### config.mk
export PLATFORM = sky130hd
export DESIGN_NAME = vga_sync_gen
export DESIGN_NICKNAME = d
export VERILOG_FILES = /design/src/rtl/vga_pkg.sv /design/src/rtl/pix_div.sv /design/src/rtl/vga_sync_gen.sv
export SDC_FILE = /design/constraint.sdc
export NUM_CORES = 1
export LEC_CHECK = 0
export ABC_AREA = 1
export BUFFER_PORTS_ARGS = -buffer_cell sky130_fd_sc_hd__buf_2
export CAP_MARGIN = 10
export CORE_MARGIN = 5
export CORE_UTILIZATION = 57
export DETAILED_ROUTE_END_ITERATION = 10
export PLACE_DENSITY = 0.95
export RECOVER_POWER = 50
export SKIP_LAST_GASP = 1
export SLEW_MARGIN = 20
export SYNTH_ARGS = -nofsm -noshare
export SYNTH_HDL_FRONTEND = slang
export SYNTH_SLANG_ARGS = --single-unit
### constraint.sdc
create_clock -name clk -period 3.9 [get_ports clk]
set_clock_uncertainty 0.05 [all_clocks]
set_input_delay 0.585 -clock clk [delete_from_list [all_inputs] [get_ports clk]]
set_output_delay 0.585 -clock clk [all_outputs]
set_load 0.02 [all_outputs]
### src/rtl/vga_pkg.sv
// Shared VGA timing package.
// Holds the default 640x480@60 timing constants, the derived line/frame
// totals, the sync-window bounds for the defaults, and the colour type.
package vga_pkg;

  localparam int H_DISP_D = 640;
  localparam int H_FP_D   = 16;
  localparam int H_SYNC_D = 96;
  localparam int H_BP_D   = 48;
  localparam int V_DISP_D = 480;
  localparam int V_FP_D   = 10;
  localparam int V_SYNC_D = 2;
  localparam int V_BP_D   = 33;
  localparam int PIX_DIV_D = 2;

  localparam int H_TOTAL_D = H_DISP_D + H_FP_D + H_SYNC_D + H_BP_D;  // 800
  localparam int V_TOTAL_D = V_DISP_D + V_FP_D + V_SYNC_D + V_BP_D;  // 525

  // Sync pulse windows (inclusive) for the default timing
  localparam int H_SYNC_START_D = H_DISP_D + H_FP_D;                 // 656
  localparam int H_SYNC_END_D   = H_DISP_D + H_FP_D + H_SYNC_D - 1;  // 751
  localparam int V_SYNC_START_D = V_DISP_D + V_FP_D;                 // 490
  localparam int V_SYNC_END_D   = V_DISP_D + V_FP_D + V_SYNC_D - 1;  // 491

  typedef logic [2:0] rgb_t;

  // Sum of the four segments of a line or frame, as a 10-bit count
  function automatic logic [9:0] seg_total(input int disp, input int fp,
                                           input int syn, input int bp);
    return 10'(disp + fp + syn + bp);
  endfunction

endpackage

### src/rtl/pix_div.sv
// Pixel clock-enable divider.
// Counts 0..PIX_DIV-1 on every clk and raises pix_tick_o on the last count.
// With PIX_DIV=1 the counter is stuck at 0 and pix_tick_o is always high.
// Ports:
//   clk_i       system clock
//   rst_ni      synchronous active-low reset
//   pix_tick_o  one-clk pixel enable
module pix_div #(
  parameter int PIX_DIV = 2
) (
  input  logic clk_i,
  input  logic rst_ni,
  output logic pix_tick_o
);

  localparam logic [3:0] DIV_LAST = 4'(PIX_DIV - 1);

  logic [3:0] div_q, div_d;

  always_comb begin
    div_d = (div_q == DIV_LAST) ? 4'd0 : div_q + 4'd1;
  end

  always_ff @(posedge clk_i) begin
    if (!rst_ni) div_q <= 4'd0;
    else         div_q <= div_d;
  end

  assign pix_tick_o = (div_q == DIV_LAST);

endmodule

### src/rtl/vga_sync_gen.sv
// VGA raster generator.
// Produces the pixel enable, x/y raster counters, active-video flag and the
// once-per-frame tick; blanks the pixel generator's colour outside the
// active area and registers it with hsync/vsync one pixel after x/y.
// Optional feature macro: VGA_SYNC_FRAME_CNT_EN builds an 8-bit frame counter;
// without it frame_cnt is tied to zero.
// Ports:
//   clk, rst (sync, active-low), rgb_in  -- clock, reset, pixel colour in
//   x, y, video_on, pix_tick, frame_tick -- raster state and enables
//   hsync, vsync, rgb_out                -- registered outputs to the DAC
//   frame_cnt                            -- frame counter (or 0)
module vga_sync_gen
  import vga_pkg::*;
#(
  parameter int H_DISP  = H_DISP_D,
  parameter int H_FP    = H_FP_D,
  parameter int H_SYNC  = H_SYNC_D,
  parameter int H_BP    = H_BP_D,
  parameter int V_DISP  = V_DISP_D,
  parameter int V_FP    = V_FP_D,
  parameter int V_SYNC  = V_SYNC_D,
  parameter int V_BP    = V_BP_D,
  parameter int PIX_DIV = PIX_DIV_D
) (
  input  logic       clk,
  input  logic       rst,
  input  rgb_t       rgb_in,
  output logic [9:0] x,
  output logic [9:0] y,
  output logic       video_on,
  output logic       pix_tick,
  output logic       frame_tick,
  output logic       hsync,
  output logic       vsync,
  output rgb_t       rgb_out,
  output logic [7:0] frame_cnt
);

  localparam logic [9:0] H_LAST   = seg_total(H_DISP, H_FP, H_SYNC, H_BP) - 10'd1;
  localparam logic [9:0] V_LAST   = seg_total(V_DISP, V_FP, V_SYNC, V_BP) - 10'd1;
  localparam logic [9:0] H_ACT    = 10'(H_DISP);
  localparam logic [9:0] V_ACT    = 10'(V_DISP);
  localparam logic [9:0] HS_START = 10'(H_DISP + H_FP);
  localparam logic [9:0] HS_END   = 10'(H_DISP + H_FP + H_SYNC - 1);
  localparam logic [9:0] VS_START = 10'(V_DISP + V_FP);
  localparam logic [9:0] VS_END   = 10'(V_DISP + V_FP + V_SYNC - 1);

  pix_div #(.PIX_DIV(PIX_DIV)) u_pix_div (
    .clk_i      (clk),
    .rst_ni     (rst),
    .pix_tick_o (pix_tick)
  );

  // Stage 0: raster counters
  logic [9:0] x_q, x_d, y_q, y_d;

  always_comb begin
    x_d = x_q;
    y_d = y_q;
    if (pix_tick) begin
      if (x_q == H_LAST) begin
        // line wrap and frame wrap resolve on the same edge
        x_d = 10'd0;
        y_d = (y_q == V_LAST) ? 10'd0 : y_q + 10'd1;
      end else begin
        x_d = x_q + 10'd1;
      end
    end
  end

  always_ff @(posedge clk) begin
    if (!rst) begin
      x_q <= 10'd0;
      y_q <= 10'd0;
    end else begin
      x_q <= x_d;
      y_q <= y_d;
    end
  end

  assign x          = x_q;
  assign y          = y_q;
  assign video_on   = (x_q < H_ACT) && (y_q < V_ACT);
  assign frame_tick = pix_tick && (x_q == H_LAST) && (y_q == V_LAST);

  // Stage 1: sync decode and blanking, one pixel behind x/y
  logic hsync_q, hsync_d, vsync_q, vsync_d;
  rgb_t rgb_q, rgb_d;

  always_comb begin
    hsync_d = !((x_q >= HS_START) && (x_q <= HS_END));
    vsync_d = !((y_q >= VS_START) && (y_q <= VS_END));
    rgb_d   = video_on ? rgb_in : 3'd0;
  end

  always_ff @(posedge clk) begin
    if (!rst) begin
      hsync_q <= 1'b1;
      vsync_q <= 1'b1;
      rgb_q   <= 3'd0;
    end else if (pix_tick) begin
      hsync_q <= hsync_d;
      vsync_q <= vsync_d;
      rgb_q   <= rgb_d;
    end
  end

  assign hsync   = hsync_q;
  assign vsync   = vsync_q;
  assign rgb_out = rgb_q;

`ifdef VGA_SYNC_FRAME_CNT_EN
  logic [7:0] fcnt_q;

  always_ff @(posedge clk) begin
    if (!rst)            fcnt_q <= 8'd0;
    else if (frame_tick) fcnt_q <= fcnt_q + 8'd1;
  end

  assign frame_cnt = fcnt_q;
`else
  assign frame_cnt = 8'd0;
`endif

endmodule

Yosys cells after proc, flatten, opt, wreduce, memory -nomap -nowiden
Index checks and enable logic that the tools add are counted.
{"block": "totals", "out_inout_bits": 36, "reg_bits": 29, "wordCells": 31}
{"block": "classes", "magnitude_cmp": 6, "add_sub_neg": 3, "n_reduce_logical": 9, "eq_ne": 3, "muxes": 3, "bitwise_logic": 1}
{"operator": "$add A10 B1 Y10 const B", "n": 2}
{"operator": "$eq A10 B10 Y1 const B", "n": 2}
{"operator": "$mux W10", "n": 2}
{"operator": "$ge A10 B10 Y1 const B", "n": 1}
{"operator": "$ge A10 B9 Y1 const B", "n": 1}
{"operator": "$le A10 B10 Y1 const B", "n": 1}
{"operator": "$le A10 B9 Y1 const B", "n": 1}
{"operator": "$lt A10 B10 Y1 const B", "n": 1}
{"operator": "$lt A10 B9 Y1 const B", "n": 1}
{"operator": "$logic_and A1 B1 Y1", "n": 5}
{"operator": "$add A4 B1 Y4 const B", "n": 1}
{"operator": "$eq A4 B1 Y1 const B", "n": 1}
{"operator": "$mux W3", "n": 1}
{"operator": "$logic_not A1 Y1", "n": 2}
{"operator": "$reduce_and A2 Y1", "n": 1}
{"operator": "$reduce_or A2 Y1", "n": 1}
{"operator": "$not A1 Y1", "n": 1}

Logic depth before layout (Yosys ltp)
Gate-level depths: netlist of run 1.
{"block": "depth", "depth_word": 3, "ltp_mapped": 10, "ltp_nobuf": 10}

Modules after synthesis
From an unflattened synthesis of run 1, not the netlist that was laid out.
{"block": "hier_totals", "hier_cells": 241, "area_unflattened_um2": 1629.1}
{"mod": "vga_sync_gen", "seq_area_each_um2": 500.5, "instances": 1, "area_each_um2": 1451.4, "cells_per_inst": 220}
{"mod": "pix_div", "seq_area_each_um2": 80.1, "instances": 1, "area_each_um2": 177.7, "cells_per_inst": 21}

Worst setup path before layout of run 1
No wires, ideal clock.
{"block": "synth_path", "path_type": "flip-flop to output port", "startpoint": "reg x_q[0] (netlist: x[0])", "endpoint": "out frame_tick", "stages_incl_launch_ff": 6, "slack_ns": 1.932, "arrival_ns": 1.333, "required_ns": 3.265, "path_buffers": 0, "cell_sequence": "dfxtp_1 > ha_1 > nand3_2 > nor2_4 > nand3_2 > nor2_2"}
{"block": "synth_between", "elab_chain_cells": 3}
{"element": "start: declaration", "line_no": "vga_sync_gen.sv:55", "source": "logic [9:0] x_q, x_d, y_q, y_d;"}
{"element": "start signal: assignment", "line_no": "vga_sync_gen.sv:73", "source": "x_q <= 10'd0;"}
{"element": "start signal: assignment", "line_no": "vga_sync_gen.sv:76", "source": "x_q <= x_d;"}
{"element": "$eq A10 B10 Y1", "line_no": "vga_sync_gen.sv:84", "source": "assign frame_tick = pix_tick && (x_q == H_LAST) && (y_q == V_LAST);"}
{"element": "$logic_and A1 B1 Y1 (2 in series)", "line_no": "vga_sync_gen.sv:84"}
{"element": "end: declaration", "line_no": "vga_sync_gen.sv:32", "source": "output logic frame_tick,"}
Every way passes these cells.

Worst setup path in the final report of run 1
{"block": "layout_path", "startpoint": "reg u_pix_div.div_q[0]", "endpoint": "out frame_tick"}
{"block": "layout_between", "elab_chain_cells": 3}
{"element": "start: declaration", "line_no": "pix_div.sv:18", "source": "logic [3:0] div_q, div_d;"}
{"element": "start signal: assignment", "line_no": "pix_div.sv:26", "source": "else div_q <= div_d;"}
{"element": "$eq A4 B1 Y1", "line_no": "pix_div.sv:29", "source": "assign pix_tick_o = (div_q == DIV_LAST);"}
{"element": "$logic_and A1 B1 Y1 (2 in series)", "line_no": "vga_sync_gen.sv:84"}
Every way passes these cells.

==> results of run 1 <==
==> flip-flops by register name (all words and copies together) (netlist names) <==
register and flops:
u_pix_div.div_q 4, x 10, y 10, hsync 1, rgb_out 3, vsync 1
==> power by group through the flow <==
| stage | combinational, mW | sequential (mW) | clock [mW] |
|---|---|---|---|
| floorplan | 0.0581 | 0.331 | 0 |
| global placement | 0.0760 | 0.323 | 0 |
| detailed placement | 0.0778 | 0.324 | 0 |
| CTS | 0.0782 | 0.317 | 0.182 |
| global route | 0.0835 | 0.320 | 0.198 |
| finish | 0.0744 | 0.317 | 0.180 |
==> cell type report <==
cell class	count	area share, %
inverters	32	6.39
repair buffers	32	7.46
well taps	31	2.06
clock buffers	5	2.00
clock inverters	3	0.932
flip-flops and latches	29	30.9
multi-input cells	176	50.3
==> per-stage QoR <==
step | util (%) | area [um^2] | setup WS, ps
2_1_floorplan | - | 1740 | 1930
3_3_place_gp | 66.1 | 1850 | 1960
3_5_place_dp | 66.1 | 1850 | 1910
4_1_cts | 68.1 | 1910 | 1530
5_1_grt | 67.0 | 1880 | 1090
6_report | 67.0 | 1880 | 1270
==> metal layers <==
metal  global-route usage [%]  share of wire [%]  up-vias
met5                        0                  0        -
met4                     10.0                2.0        0
met3                     4.32                8.6        7
met2                     34.0                 47       71
met1                     24.2                 42      762
li1                         -                  -      823
==> layout by cell type, fill, tap and decap left out, types with 5 or more instances in the layout <==
cell type	instances
nand2_1	55
dfxtp_1	29
inv_1	28
nor2_1	26
nand3_1	21
buf_2	16
clkbuf_1	16
nand4_1	9
a21oi_1	9
o21ai_0	8
conb_1	8
nor2_2	7
ha_1	6
nand3_2	5
clkbuf_4	5
==> logic make-up (layout without fill, tap and decap cells) <==
group | Yosys count | count (layout)
adder cells (fa/ha/maj) | 6 | 6
buffers and inverters | 43 | 72
flip-flops | 29 | 29
other | 1 | 8
AO/OA/AOI/OAI | 19 | 19
AND/OR/NAND/NOR | 138 | 138
XOR/XNOR | 5 | 5
==> path summary, 6_finish.rpt <==
kind	end	slack [ps]	start
worst max-delay path	frame_tick	1270	u_pix_div.div_q[0]
worst min-delay path	rgb_out[1]	410	rgb_out[1]
worst max register to register	x[3]	1960	u_pix_div.div_q[1]
worst min register to register	rgb_out[1]	410	rgb_out[1]
==> worst reg2reg max path, delay by kind of cell, from the launching register on <==
family	cells	cell delay (ps)
and+or+nand+nor	5	840
buffers and inverters	3	420
DFF	1	370
adders and majority gates	1	170
==> flow_metrics.py, run 1 <==
metrics = {
    "sta": {
        "final.setup.tns_ps": 0,
        "period_share_pct": 67.5,
        "whs_ps": 410,
        "report.final.slew_viol_count": 0,
        "setup_violations": 0,
        "rsz0062_at_grt": "false",
        "hold_viol": 0,
        "fmax_mhz": 380,
        "final.min_clock_period_ps": 2630,
    },
    "worst_setup_path": {
        "crit_family": "simple AND/OR/NAND/NOR gates",
        "arrival_ps": 2000,
        "slowest_stage": "dfxtp_1",
        "critPathMaxFanout": 11,
        "path_class": "register to primary output",
        "crit_chain": "ha_1 > nand2_1 > inv_1 > nand3_2 > nor2_2 > buf_2",
        "setup.worst_path.end_class": "primary output",
        "cp_num_buf_inv": 2,
        "r2r_cells": 9,
        "critical_path.max_stage_delay_ps": 390,
        "worstPathRequired_ps": 3260,
        "start_kind": "register",
        "cp_num_cells": 6,
    },
    "cells_and_area": {
        "instances_no_fill": 308,
        "regArea_um2": 581,
        "drive_gt1_share_pct": 18.1,
        "multiInputGateArea_um2": 945,
        "syn_to_final_growth_pct": 9.88,
        "nNetsFinal": 287,
        "n_antenna_cell": 0,
        "fillCellCount": 231,
    },
    "logic_synthesis": {
        "synth_top_area_share_pct": 33.9,
        "syn_inst": 241,
        "yosys.area.top_type": "dfxtp_1",
        "ys_types": 27,
        "synth-compound-area-share_pct": 5.71,
        "async_flop_share_pct": 0,
        "yosys_warnings": 0,
        "yosys-top-cells-count": "nand2_1, dfxtp_1, inv_1",
        "synth-simple-area-share_pct": 41.4,
        "netlist_area_um2": 1710,
        "synth_top_family_by_area": "simple AND/OR/NAND/NOR gates",
        "synth_edf_count": 0,
        "synth_seq_area_share_pct": 33.9,
        "synth-seq-cells": 29,
        "synthMuxAreaShare_pct": 0,
        "synth.most_common_cell": "nand2_1",
        "synth_fa_ha_area_share_pct": 4.39,
        "ys.flop_type": "dfxtp_1",
        "synth_area_per_cell_um2": 7.10,
        "synth_area_leaders": "dfxtp_1, nand2_1, nand3_1",
        "synth_xor_area_share_pct": 2.56,
    },
    "place": {
        "io_buffers": 32,
        "hpwl_um": 2980,
        "globalplace.congestion": 0.913,
        "placed_cells": 300,
    },
    "detailed_routing": {
        "drtAntennaViolNets": 0,
        "vias_per_cell": 5.40,
        "first_pass_iters": 4,
        "wl_per_cell_um": 12.5,
        "drtIter0Drc": 83,
        "wirelength_um": 3840,
        "route.vias.total": 1663,
        "drc": 0,
    },
    "clock_tree": {
        "clkSlewWorstSetupHoldPaths_ps": 100,
        "cts_resized": 0,
        "clockBufferDepth": 2,
        "postCtsSetupRepairBufs": 0,
        "hold_buffers": 0,
        "cts_root_buf": "clkbuf_4",
        "cts_buffers": 5,
        "clk_latency_ps": 330,
        "htreeDepth": 2,
        "clkSinkCount": 29,
        "cts_tree": "done",
    },
    "global_route": {
        "first_global_vias": 1652,
        "grt_overflow_total": 0,
        "grt_pass1_wl_um": 6850,
        "groute.usage.overall_pct": 20.2,
        "grt_max_degree": 13,
        "grt_antenna_before_repair": 0,
    },
    "pwr": {
        "power_uw": 572,
        "combPwrFrac_pct": 13.0,
        "seqPwrFrac_pct": 55.5,
        "switching_power_uw": 179,
        "intPower_uw": 393,
        "irDropWorstVdd_mv": 0.328,
        "power_density_nw_per_um2": 304,
        "p_clk_share_pct": 31.5,
        "p_leak_nw": 0.845,
        "swShare_pct": 31.3,
    },
    "floorplan": {
        "pin_count": 41,
        "coreArea_um2": 2810,
        "die_y_um": 64.8,
        "die_w_um": 64.8,
        "start_util_pct": 61.0,
        "dieArea_um2": 4200,
        "num_rows": 19,
    },
    "worst_hold_path": {
        "worstHoldPathCells": 2,
        "min_path_type": "register to register",
    },
    "run": {
        "max_cap_viol_count": 0,
    },
    "run_status": {
        "outcome": "finished clean",
    },
}
Power figures use the tool's default switching activity.
==> inputs of run 2 (changes only) <==
--- a/config.mk
+++ b/config.mk
@@ -9,9 +9,9 @@
 export BUFFER_PORTS_ARGS = -buffer_cell sky130_fd_sc_hd__buf_2
 export CAP_MARGIN = 10
 export CORE_MARGIN = 5
-export CORE_UTILIZATION = 57
+export CORE_UTILIZATION = 48
 export DETAILED_ROUTE_END_ITERATION = 10
-export PLACE_DENSITY = 0.95
+export PLACE_DENSITY = 0.87
 export RECOVER_POWER = 50
 export SKIP_LAST_GASP = 1
 export SLEW_MARGIN = 20
==> constraint.sdc (replaced) <==
create_clock -name clk -period 2.4 [get_ports clk]
set_clock_uncertainty 0.05 [all_clocks]
set_input_delay 0.36 -clock clk [delete_from_list [all_inputs] [get_ports clk]]
set_output_delay 0.36 -clock clk [all_outputs]
set_load 0.02 [all_outputs]
==> flow_metrics.py, run 2 (same netlist as run 1, synthesis figures left out) <==
metrics = {
    "floorplan": {
        "pin_count": 41,
        "coreArea_um2": 3390,
        "start_util_pct": 50.5,
        "die_y_um": 69.7,
        "num_rows": 21,
        "die_w_um": 69.7,
        "dieArea_um2": 4860,
    },
    "detailed_routing": {
        "drtAntennaViolNets": 0,
        "route.vias.total": 1627,
        "wirelength_um": 3850,
        "drtIter0Drc": 69,
        "first_pass_iters": 4,
        "drc": 0,
        "vias_per_cell": 5.04,
        "wl_per_cell_um": 11.9,
    },
    "worst_hold_path": {
        "min_path_type": "input pin to register",
        "worstHoldPathCells": 3,
    },
    "worst_setup_path": {
        "crit_chain": "ha_1 > nand2_2 > inv_2 > nand3_2 > nor2_2 > buf_2",
        "cp_num_buf_inv": 2,
        "critPathMaxFanout": 11,
        "arrival_ps": 1750,
        "critical_path.max_stage_delay_ps": 390,
        "slowest_stage": "dfxtp_1",
        "worstPathRequired_ps": 1990,
        "crit_family": "simple AND/OR/NAND/NOR gates",
        "path_class": "register to primary output",
        "r2r_slack_ps": 730,
        "cp_num_cells": 6,
        "r2r_cells": 9,
        "setup.worst_path.end_class": "primary output",
        "start_kind": "register",
    },
    "sta": {
        "report.final.slew_viol_count": 0,
        "tightest_slew_ps": 502,
        "hold_viol": 0,
        "period_share_pct": 90.0,
        "whs_ps": 178,
        "final.min_clock_period_ps": 2160,
        "setup_violations": 0,
        "final.setup.tns_ps": 0,
        "maxSlewHeadroom_pct": 66.5,
        "rsz0062_at_grt": "false",
        "fmax_mhz": 463,
    },
    "run": {
        "max_cap_viol_count": 0,
    },
    "cells_and_area": {
        "final_cell_mix": "nand2_1, dfxtp_1, inv_1",
        "syn_to_final_growth_pct": 10.7,
        "fin_area_um2": 1890,
        "n_antenna_cell": 0,
        "nNetsFinal": 287,
        "final_common_cell": "nand2_1",
        "drive_gt1_share_pct": 16.6,
        "fin_util_pct": 55.9,
    },
    "global_route": {
        "grt_antenna_before_repair": 0,
        "groute.usage.overall_pct": 16.7,
        "grt_max_degree": 13,
        "grt_pass1_wl_um": 6450,
        "first_global_vias": 1469,
        "grt_overflow_total": 0,
    },
    "place": {
        "globalplace.congestion": 0.907,
        "io_buffers": 32,
        "place_area_um2": 1870,
        "hpwl_um": 2950,
    },
    "clock_tree": {
        "clk_latency_ps": 350,
        "cts_buffers": 5,
        "cts_resized": 0,
        "hold_buffers": 0,
        "postCtsSetupRepairBufs": 0,
        "cts_tree": "done",
        "cts_root_buf": "clkbuf_4",
        "clkSinkCount": 29,
        "clkSlewWorstSetupHoldPaths_ps": 90,
        "htreeDepth": 2,
        "clockBufferDepth": 2,
    },
    "pwr": {
        "p_leak_nw": 0.817,
        "irDropWorstVdd_mv": 0.405,
        "power_density_nw_per_um2": 493,
        "power_uw": 934,
    },
    "run_status": {
        "outcome": "finished clean",
    },
}
run 2: cell types whose count changed in the layout (fill, tap and decap cells not counted), sizes merged:
cell,previous run,this run
buf,16,10
clkbuf,21,27
run 2: final timing paths:
check                                         from         end
worst max-delay path            u_pix_div.div_q[0]  frame_tick
worst min-delay path                     rgb_in[1]  rgb_out[1]
worst min register to register          rgb_out[2]  rgb_out[2]
worst max register to register  u_pix_div.div_q[1]        x[3]
run 2: per-layer routing:
| metal | vias to the layer above | share of wire [%] | global-route usage [%] |
|---|---|---|---|
| li1 | 823 | - | - |
| met1 | 738 | 44 | 18.7 |
| met2 | 57 | 46 | 27.9 |
| met3 | 9 | 7.7 | 7.25 |
| met4 | 0 | 2.2 | 6.38 |
| met5 | - | 0 | 0 |
run 2: tightest hold or removal path, cell delays in order:
cell,delay (ps)
buf_2,70
nand3_1,60
nand2_1,50
run 2: per-stage QoR:
stage               instances  setup slack [ps]
detailed placement        315               632
CTS                       323               240
global route              323              95.0
finish                    323               239
global placement          315               685
floorplan                 248               657
run 2: final cells by class:
class	count	area, um^2
Fill cell	347	1500
Multi-Input combinational cell	176	947
Sequential cell	29	581
Timing Repair Buffer	32	133
Inverter	32	120
Tap cell	46	57.6
Clock buffer	5	37.5
Clock inverter	3	17.5
run 2: power by group:
part           internal (mW)  switching (mW)  leakage (nW)  total [mW]
Clock                  0.110           0.184        0.0310       0.294
Sequential             0.500          0.0149         0.235       0.515
Combinational         0.0309          0.0943         0.551       0.125
